`config.mk`:
```
export PLATFORM = sky130hd
export DESIGN_NAME = dispatch_ctrl
export DESIGN_NICKNAME = d
export VERILOG_FILES = /design/src/rtl/dispatch_ctrl_pkg.sv /design/src/rtl/dispatch_ctrl_credit_ctr.sv /design/src/rtl/dispatch_ctrl.sv
export SDC_FILE = /design/constraint.sdc
export NUM_CORES = 1
export LEC_CHECK = 0
export ABC_AREA = 1
export ABC_CLOCK_PERIOD_IN_PS = 9330
export CORE_MARGIN = 3
export CORE_UTILIZATION = 57
export CTS_CLUSTER_DIAMETER = 40
export CTS_CLUSTER_SIZE = 28
export DETAILED_ROUTE_END_ITERATION = 10
export PLACE_DENSITY = 0.83
export RECOVER_POWER = 100
export SETUP_SLACK_MARGIN = 0.5
export SLEW_MARGIN = 20
export SYNTH_ARGS = -nofsm -noshare
export SYNTH_HDL_FRONTEND = slang
export SYNTH_HIERARCHICAL = 1
export SYNTH_SLANG_ARGS = --single-unit
```
`constraint.sdc`:
```
create_clock -name clk -period 9.33 [get_ports clk]
set_clock_uncertainty 0.15 [all_clocks]
set_input_delay 1.3995 -clock clk [delete_from_list [all_inputs] [get_ports clk]]
set_output_delay 1.3995 -clock clk [all_outputs]
set_load 0.05 [all_outputs]
```
`src/rtl/dispatch_ctrl_pkg.sv`:
```
// Shared constants for the dispatch controller: queue depths, credit widths
// and the per-slot instruction class encoding.
package dispatch_ctrl_pkg;

  localparam int SLOTS     = 4;
  localparam int ALU_DEPTH = 16;
  localparam int MEM_DEPTH = 8;
  localparam int BR_DEPTH  = 4;
  localparam int ROB_DEPTH = 32;

  // Each credit counter must represent 0..depth inclusive.
  localparam int ALU_W = 5;
  localparam int MEM_W = 4;
  localparam int BR_W  = 3;
  localparam int ROB_W = 6;

  // Per-cycle grant count width (0..SLOTS).
  localparam int CNT_W = 3;

  typedef enum logic [1:0] {
    CLS_ALU = 2'b00,
    CLS_MEM = 2'b01,
    CLS_BR  = 2'b10,
    CLS_NOP = 2'b11
  } cls_e;

endpackage

```
`src/rtl/dispatch_ctrl_credit_ctr.sv`:
```
// Saturating free-entry credit counter: subtracts this cycle's grants, adds
// releases, clamps to [0, DEPTH]; reset or restore reloads DEPTH.
module credit_ctr #(
  parameter int DEPTH = 16,
  parameter int W     = 5,
  parameter int TW    = 3,
  parameter int RW    = 2
) (
  input  logic          clk,
  input  logic          rst,
  input  logic          i_restore,
  input  logic [TW-1:0] i_take,
  input  logic [RW-1:0] i_rel,
  output logic [W-1:0]  o_cred
);

  localparam int SW = W + 2;

  logic [W-1:0]         r_cred;
  logic signed [SW-1:0] w_sum;
  logic [W-1:0]         w_next;

  // Net the update at a wider signed width so an over-release saturates
  // instead of wrapping.
  always_comb begin
    w_sum  = $signed({2'b00, r_cred}) + $signed(SW'(i_rel)) - $signed(SW'(i_take));
    w_next = w_sum[W-1:0];
    if (w_sum[SW-1]) begin
      w_next = '0;
    end else if (w_sum > $signed(SW'(DEPTH))) begin
      w_next = W'(DEPTH);
    end
  end

  always_ff @(posedge clk) begin
    if (rst || i_restore) begin
      r_cred <= W'(DEPTH);
    end else begin
      r_cred <= w_next;
    end
  end

  assign o_cred = r_cred;

endmodule

```
`src/rtl/dispatch_ctrl.sv`:
```
// In-order 4-wide dispatch controller: grants DS slots against per-class
// issue-queue credits and ROB credits, holding DS until the bundle drains.
module dispatch_ctrl
  import dispatch_ctrl_pkg::*;
(
  input  logic              clk,
  input  logic              rst,
  input  logic              i_flush,
  input  logic [SLOTS-1:0]  i_ds_valid,
  input  logic [2*SLOTS-1:0] i_ds_cls,
  input  logic [1:0]        i_alu_rel,
  input  logic              i_mem_rel,
  input  logic              i_br_rel,
  input  logic [2:0]        i_rob_rel,
  output logic [SLOTS-1:0]  o_disp_en,
  output logic              o_disp_stall,
  output logic [ALU_W-1:0]  o_alu_cred,
  output logic [MEM_W-1:0]  o_mem_cred,
  output logic [BR_W-1:0]   o_br_cred,
  output logic [ROB_W-1:0]  o_rob_cred,
  output logic [15:0]       o_stall_cnt
);

  logic [SLOTS-1:0] r_sent;
  logic [15:0]      r_stall_cnt;

  logic [ALU_W-1:0] w_alu_cred;
  logic [MEM_W-1:0] w_mem_cred;
  logic [BR_W-1:0]  w_br_cred;
  logic [ROB_W-1:0] w_rob_cred;

  logic w_kill;
  logic [SLOTS-1:0] w_pend;
  logic [SLOTS-1:0] w_ok;
  logic [SLOTS-1:0] w_grant;
  logic [SLOTS:0]   w_blk;

  // Running grant counts along the prefix chain; entry gi is the demand of
  // slots granted before slot gi.
  logic [SLOTS:0][CNT_W-1:0] w_n_alu;
  logic [SLOTS:0][CNT_W-1:0] w_n_mem;
  logic [SLOTS:0][CNT_W-1:0] w_n_br;
  logic [SLOTS:0][CNT_W-1:0] w_n_rob;

  assign w_kill     = rst | i_flush;
  assign w_blk[0]   = 1'b0;
  assign w_n_alu[0] = '0;
  assign w_n_mem[0] = '0;
  assign w_n_br[0]  = '0;
  assign w_n_rob[0] = '0;

  genvar gi;
  generate
    for (gi = 0; gi < SLOTS; gi++) begin : g_slot
      cls_e w_cls;
      logic w_cls_ok;

      assign w_cls = cls_e'(i_ds_cls[2*gi+1:2*gi]);

      always_comb begin
        case (w_cls)
          CLS_ALU: w_cls_ok = w_alu_cred > {2'b00, w_n_alu[gi]};
          CLS_MEM: w_cls_ok = w_mem_cred > {1'b0, w_n_mem[gi]};
          CLS_BR:  w_cls_ok = w_br_cred > w_n_br[gi];
          default: w_cls_ok = 1'b1;
        endcase
      end

      assign w_pend[gi]  = i_ds_valid[gi] & ~r_sent[gi];
      assign w_ok[gi]    = w_cls_ok & (w_rob_cred > {3'b000, w_n_rob[gi]});
      assign w_grant[gi] = w_pend[gi] & ~w_blk[gi] & w_ok[gi];
      // A pending slot that cannot go blocks everything younger this cycle.
      assign w_blk[gi+1] = w_blk[gi] | (w_pend[gi] & ~w_ok[gi]);

      assign w_n_alu[gi+1] = w_n_alu[gi] + {2'b00, w_grant[gi] & (w_cls == CLS_ALU)};
      assign w_n_mem[gi+1] = w_n_mem[gi] + {2'b00, w_grant[gi] & (w_cls == CLS_MEM)};
      assign w_n_br[gi+1]  = w_n_br[gi]  + {2'b00, w_grant[gi] & (w_cls == CLS_BR)};
      assign w_n_rob[gi+1] = w_n_rob[gi] + {2'b00, w_grant[gi]};
    end
  endgenerate

  assign o_disp_en    = w_kill ? '0 : w_grant;
  assign o_disp_stall = ~w_kill & (|(i_ds_valid & ~(r_sent | w_grant)));

  // Reset and flush both reload the counters, so grant counts need no gating.
  credit_ctr #(.DEPTH(ALU_DEPTH), .W(ALU_W), .TW(CNT_W), .RW(2)) u_alu_ctr (
    .clk(clk), .rst(rst), .i_restore(i_flush),
    .i_take(w_n_alu[SLOTS]), .i_rel(i_alu_rel), .o_cred(w_alu_cred)
  );

  credit_ctr #(.DEPTH(MEM_DEPTH), .W(MEM_W), .TW(CNT_W), .RW(1)) u_mem_ctr (
    .clk(clk), .rst(rst), .i_restore(i_flush),
    .i_take(w_n_mem[SLOTS]), .i_rel(i_mem_rel), .o_cred(w_mem_cred)
  );

  credit_ctr #(.DEPTH(BR_DEPTH), .W(BR_W), .TW(CNT_W), .RW(1)) u_br_ctr (
    .clk(clk), .rst(rst), .i_restore(i_flush),
    .i_take(w_n_br[SLOTS]), .i_rel(i_br_rel), .o_cred(w_br_cred)
  );

  credit_ctr #(.DEPTH(ROB_DEPTH), .W(ROB_W), .TW(CNT_W), .RW(3)) u_rob_ctr (
    .clk(clk), .rst(rst), .i_restore(i_flush),
    .i_take(w_n_rob[SLOTS]), .i_rel(i_rob_rel), .o_cred(w_rob_cred)
  );

  always_ff @(posedge clk) begin
    if (rst) begin
      r_sent      <= '0;
      r_stall_cnt <= '0;
    end else begin
      r_sent <= o_disp_stall ? (r_sent | o_disp_en) : '0;
      if (o_disp_stall && (r_stall_cnt != 16'hFFFF)) begin
        r_stall_cnt <= r_stall_cnt + 16'd1;
      end
    end
  end

  assign o_alu_cred  = w_alu_cred;
  assign o_mem_cred  = w_mem_cred;
  assign o_br_cred   = w_br_cred;
  assign o_rob_cred  = w_rob_cred;
  assign o_stall_cnt = r_stall_cnt;

endmodule

```
==> reports/summary.txt, run 1 <==
CP bufs+invs: 11
Sink Count: 38
Hold WS: 318 ps
RSZ-0062 raised after global routing: false
CP dominant cell by count: nand2_1
slew margin rel.: 27.2%
worst-margin pin slew: 1090 ps
Fin. Hold Viols: 0
fin area: 0.00547 mm^2
Most used DFF post-synth: dfxtp_1
vias in the first global route: 4138
Netlist cell types: 36
Worst EP arrival: 8750 ps
max-slew violations: 0
Synth Warn #: 6
internal power: 0.000540 W
Final min period: 8660 ps
clk_lat worst skew: 300 ps
Peak Freq: 0.115 GHz
VDD IR max: 160 uV
Clk pwr share: 11.0%
Die Footprint: 0.00873 mm^2
Worst path max stage delay: 600 ps
sequential-to-total area share from yosys stat: 17.5%
share of the synthesized area in the top cell type: 17.5%
DR WL/cell: 13.6 um
slowest cell on the critical path: fa_1
drt initial violations: 238
Net Count, Synth: 736
Setup TNS: 0 ps
Post-DRT Antenna Nets: 0
I/O pins: 61
Comb power frac: 70.1%
net switching power: 0.000575 W
syn_area_per_cell: 6.81 um^2
Root Buffer: clkbuf_8
CTS tree: done
Total Routing Usage GR: 25.2%
synthesized cell area: 0.00436 mm^2
CP top delay family: simple AND/OR/NAND/NOR gates
Pwr Density: 204 mW/mm^2
Placed Area: 0.00511 mm^2
#FFs+latches synth: 38
# H-tree levels: 2
leakage: 2.71 nW
Flop pwr share: 18.9%
Area growth syn-to-layout: 25.6%
Min-Delay Path Class: reg2reg
top-count cell post-synth: nand2_1
routability cong.: 0.926
first-pass GRT wire length: 18.1 mm
Worst Path Required: 9410 ps
area leader, netlist: dfxtp_1
Die H: 93.4 um
share of layout cells above drive strength 1: 17.3%
Vias: 4332
hpwl dp: 8.55 mm
Diodes inserted: 0
Worst-path clk slew: 80 ps
starting density of the core: 59.4%
final wirelength: 11.2 mm
Synth area leaders: dfxtp_1, ha_1, nand2_1
Final period util: 92.9%
largest net degree at the start of global routing: 21
Synth top cells by count: nand2_1, inv_1, nor2_1
Max clock buf depth: 2
switch share: 51.6%
status: finished, final reports clean
Setup CP Type: in2reg
gate count of the mapped netlist: 640
Worst setup SP type: input pin
initial antenna violation count: 0
Initial DRT Pass Iterations: 4
gr ovfl total: 0
ys async rst share: 0%
final setup fails: 0
total CTS buffers: 5
row cnt: 31
drt drc: 0
Core Region: 0.00733 mm^2
DR vias/cell: 5.28
die width: 93.4 um
max cap viols: 0
Worst Path Max Fanout: 6
IO buf count: 60
Worst Setup End Kind: flip-flop
EDFF count, synth: 0
nets@finish: 817
-- worst paths after layout --
| path | startpoint | end | slack [ps] | depth (start not counted) |
|---|---|---|---|---|
| worst max-delay path | i_ds_valid[0] | u_alu_ctr/o_cred[1] | 670 | 55 |
| worst min-delay path | r_sent[1] | r_sent[1] | 320 | 2 |
| worst max register to register | u_alu_ctr/o_cred[2] | u_alu_ctr/o_cred[1] | 1120 | 58 |
| worst min register to register | r_sent[1] | r_sent[1] | 320 | 2 |
-- flip-flops by register name (all words and copies together), names as in the netlist --
name,flops
u_br_ctr/o_cred,3
u_alu_ctr/o_cred,5
r_sent,4
o_stall_cnt,16
u_mem_ctr/o_cred,4
u_rob_ctr/o_cred,6
-- cell families after synthesis --
family | after synthesis | synth area share (%)
compound gates | 40 | 5.74
xor+xnor | 22 | 4.42
flops | 38 | 17.5
fa+ha+maj | 74 | 23.7
buf+inv | 131 | 11.7
simple gates | 335 | 37.0
-- cells in the final DEF (no fill, tap or decap), drive strengths merged, types with 2 or more instances in the layout --
cell type,n
a21oi,27
buf,23
clkbuf,8
clkdlybuf4s50,21
clkinv,5
dfxtp,38
dlygate4sd3,35
fa,14
ha,60
inv,120
nand2,152
nand3,64
nand3b,2
nand4,22
nor2,77
nor3,14
nor4,4
o21ai,8
o21bai,2
xnor2,6
xor2,16
-- final cells by class --
class                   instances  area (um^2)
clock inverters                 2         12.5
multi-input cells             471         3250
fillers                       553         1860
clock buffers                   6         82.6
inverters                     124          470
well taps                      99          124
repair buffers                 81          773
flip-flops and latches         38          761
-- timing repair --
action,in CTS,in global routing
gates resized for setup,17,46
setup buffers,1,13
pin swaps,4,27
endpoints found under the setup margin,20,20
endpoints found under the hold margin,0,0
hold buffers,0,0
-- worst register-to-register path, delay by kind of cell, from the launching register on --
| family | cells | cell delay, ps |
|---|---|---|
| buffers and inverters | 9 | 680 |
| adders and majority gates | 9 | 2520 |
| AOI/OAI and AO/OA | 2 | 240 |
| and+or+nand+nor | 38 | 3980 |
| DFF | 1 | 610 |
-- metal layers --
metal	up-vias	GRT usage, %	share of wire, %
met4	0	7.81	2.0
met2	106	44.3	50
met3	17	3.94	5.1
met5	-	0	0
li1	2197	-	-
met1	2012	31.4	43
-- per-stage QoR --
stage	total power (W)	instances	setup slack (ps)	utilization, %
CTS	0.00106	808	501	71.9
global route	0.00122	821	155	74.6
detailed placement	0.000923	799	-281	69.7
finish	0.00112	821	666	74.6
floorplan	0.000744	640	587	-
global placement	0.000895	799	75.4	69.7
-- power by group through the flow --
stage	logic [W]	clock network [W]	registers, W
3_3_place_gp	0.000681	0	0.000214
3_5_place_dp	0.000708	0	0.000215
4_1_cts	0.000723	0.000126	0.000212
5_1_grt	0.000874	0.000133	0.000215
6_report	0.000781	0.000123	0.000211
2_1_floorplan	0.000475	0	0.000269
Power figures use the tool's default switching activity.
==> run 2, diff against run 1 <==
--- a/config.mk
+++ b/config.mk
@@ -20,3 +20,4 @@
 export SYNTH_HDL_FRONTEND = slang
 export SYNTH_HIERARCHICAL = 1
 export SYNTH_SLANG_ARGS = --single-unit
+export TNS_END_PERCENT = 10
==> results of run 2 <==
No change in the layout: final DEF, timing and power equal those of run 1.
==> run 3, diff against run 2 <==
--- a/config.mk
+++ b/config.mk
@@ -14,6 +14,7 @@
 export DETAILED_ROUTE_END_ITERATION = 10
 export PLACE_DENSITY = 0.83
 export RECOVER_POWER = 100
+export REMOVE_ABC_BUFFERS = 1
 export SETUP_SLACK_MARGIN = 0.5
 export SLEW_MARGIN = 20
 export SYNTH_ARGS = -nofsm -noshare
==> reports/summary.txt, run 3 (synthesis results as in run 1) <==
status: finished, final reports clean
Worst Path Required: 7780 ps (-1630 ps)
hold path endpoint: r_sent[1]
Sink Count: 38 (unchanged)
Die H: 93.4 um (unchanged)
IO buf count: 60 (unchanged)
slew margin rel.: 54.0% (+27 points)
worst-margin pin slew: 688 ps (-400 ps)
Non-Filler Instances: 817 (-0.49%)
r2r setup slk: 1320 ps (+200 ps)
net switching power: 0.000569 W (-1.2%)
final wirelength: 11.2 mm (about the same)
Core Region: 0.00733 mm^2 (unchanged)
routability cong.: 0.961 (+3.8%)
Vias: 4338 (+0.14%)
Worst EP arrival: 7140 ps (-1610 ps)
hpwl dp: 8.60 mm (+0.61%)
Worst Path Max Fanout: 5 (-1)
largest net degree at the start of global routing: 21 (unchanged)
R2R cell count: 61 (+5.2%)
hold path cells: 2 (unchanged)
final setup fails: 0 (unchanged)
vias in the first global route: 4211 (+1.8%)
Diodes inserted: 0 (unchanged)
CTS tree: done
RSZ-0062 raised after global routing: true
first-pass GRT wire length: 18.2 mm (+0.88%)
gr ovfl total: 0 (unchanged)
Flop pwr share: 19.3% (+0.4 points)
DR vias/cell: 5.31 (+0.63%)
number of flip-flops in the largest register: 16 (unchanged)
Min-Delay Path Class: reg2reg
Pwr Density: 200 mW/mm^2 (-1.6%)
Comb power frac: 70.8% (+0.7 points)
Total Routing Usage GR: 25.3% (+0.089 points)
Area growth syn-to-layout: 25.1%
max-slew violations: 0 (unchanged)
starting density of the core: 59.4% (unchanged)
Peak Freq: 0.115 GHz (-0.27%)
RR Startpoint: u_mem_ctr/o_cred[1]
Worst path max stage delay: 500 ps (-100 ps)
VDD IR max: 138 uV (-14%)
Worst Setup End Kind: output port
leakage: 2.67 nW (-1.2%)
# hold bufs at CTS: 0 (unchanged)
commonest non-fill, non-tap cell in the layout: nand2_1
row cnt: 31 (unchanged)
clk_lat worst skew: 290 ps (about the same)
CP top delay family: simple AND/OR/NAND/NOR gates
Final min period: 8690 ps (+23.4 ps)
Root Buffer: clkbuf_8
Die Footprint: 0.00873 mm^2 (unchanged)
Pwr Total: 0.00109 W (-2.0%)
most frequent cells in the layout: nand2_1, inv_1, nor2_1, ha_1, nand3_1
share of layout cells above drive strength 1: 17.4% (+0.096 points)
CP dominant cell by count: nand2_1
drt drc: 0 (unchanged)
CP bufs+invs: 15 (+4)
drt initial violations: 207 (-13%)
Worst setup SP type: input pin
DR WL/cell: 13.7 um (+0.53%)
Final period util: 93.1% (+0.25 points)
Fin. Hold Viols: 0 (unchanged)
max cap viols: 0 (unchanged)
slowest cell on the critical path: fa_1
Max clock buf depth: 2 (unchanged)
Post-Place Cells: 800 (+0.13%)
# H-tree levels: 2 (unchanged)
total CTS buffers: 5 (unchanged)
CP startpoint: i_ds_cls[1]
Worst-path clk slew: 70 ps (about the same)
die width: 93.4 um (unchanged)
I/O pins: 61 (unchanged)
nets@finish: 814 (-0.37%)
Setup CP Type: in2out
Initial DRT Pass Iterations: 6 (+2)
Clk pwr share: 9.8% (-1.2 points)
Reg-to-Reg End: u_alu_ctr/o_cred[0]
internal power: 0.000524 W (-2.9%)
Post-DRT Antenna Nets: 0 (unchanged)
initial antenna violation count: 0 (unchanged)
switch share: 52.0% (+0.43 points)
critical hold path startpoint: r_sent[1]
==> run 3: cell count changes in the layout (fill, tap and decap cells not counted), sizes merged <==
| cell | before | now |
|---|---|---|
| clkinv | 5 | 4 |
| dlygate4sd3 | 35 | 36 |
| clkinvlp | 1 | 0 |
| clkbuf | 8 | 10 |
| clkdlybuf4s50 | 21 | 20 |
| buf | 23 | 19 |
==> run 3: worst max path at each step <==
stage | slack, ps | cells past startpoint | end
after floorplan | 590 | 45 | o_disp_en[3]
final | 640 | 51 | o_disp_stall
after global routing | 130 | 58 | u_mem_ctr/o_cred[1]
after detailed placement | -250 | 57 | u_rob_ctr/o_cred[0]
after global placement | 20 | 56 | u_rob_ctr/o_cred[0]
after CTS | 470 | 59 | u_alu_ctr/o_cred[0]
==> run 3: power by group through the flow <==
stage               logic (W)  clock network (W)  registers (W)
detailed placement   0.000707                  0       0.000215
global placement     0.000678                  0       0.000214
global route         0.000870           0.000118       0.000215
floorplan            0.000469                  0       0.000269
CTS                  0.000732           0.000110       0.000211
finish               0.000774           0.000108       0.000211
==> run 3: final cells by class <==
type	instances	area (um^2)
Inverter	124	470
Multi-Input combinational cell	471	3280
Fill cell	546	1880
Timing Repair Buffer	78	742
Clock buffer	7	76.3
Sequential cell	38	761
Tap cell	99	124
==> run 3: metrics by stage <==
stage	setup slack [ps]	hold WS (ps)	utilization (%)	cell area, um^2	TNS [ps]
detailed placement	-247	302	69.8	5120	-3020
floorplan	587	281	-	4310	0
global placement	22.6	296	69.8	5120	0
global route	132	357	74.4	5450	0
finish	642	314	74.4	5450	0
CTS	465	312	72.0	5280	0
==> run 3: timing repair <==
item,4_1_cts,5_1_grt
pin swaps,3,15
gates resized for setup,17,43
setup endpoints to repair,20,20
setup buffers,3,7
==> run 3: layer usage <==
metal	wire [um]	GRT usage [%]	vias up
li1	-	-	2182
met1	4700	30.6	1999
met2	5640	45.1	128
met3	551	4.67	29
met4	292	7.69	0
met5	0	0	-
==> run 3: tightest hold or removal path, cell delays in order, from the launching register on <==
cell and delay (ps):
dfxtp_1 300, inv_1 60, a21oi_1 60
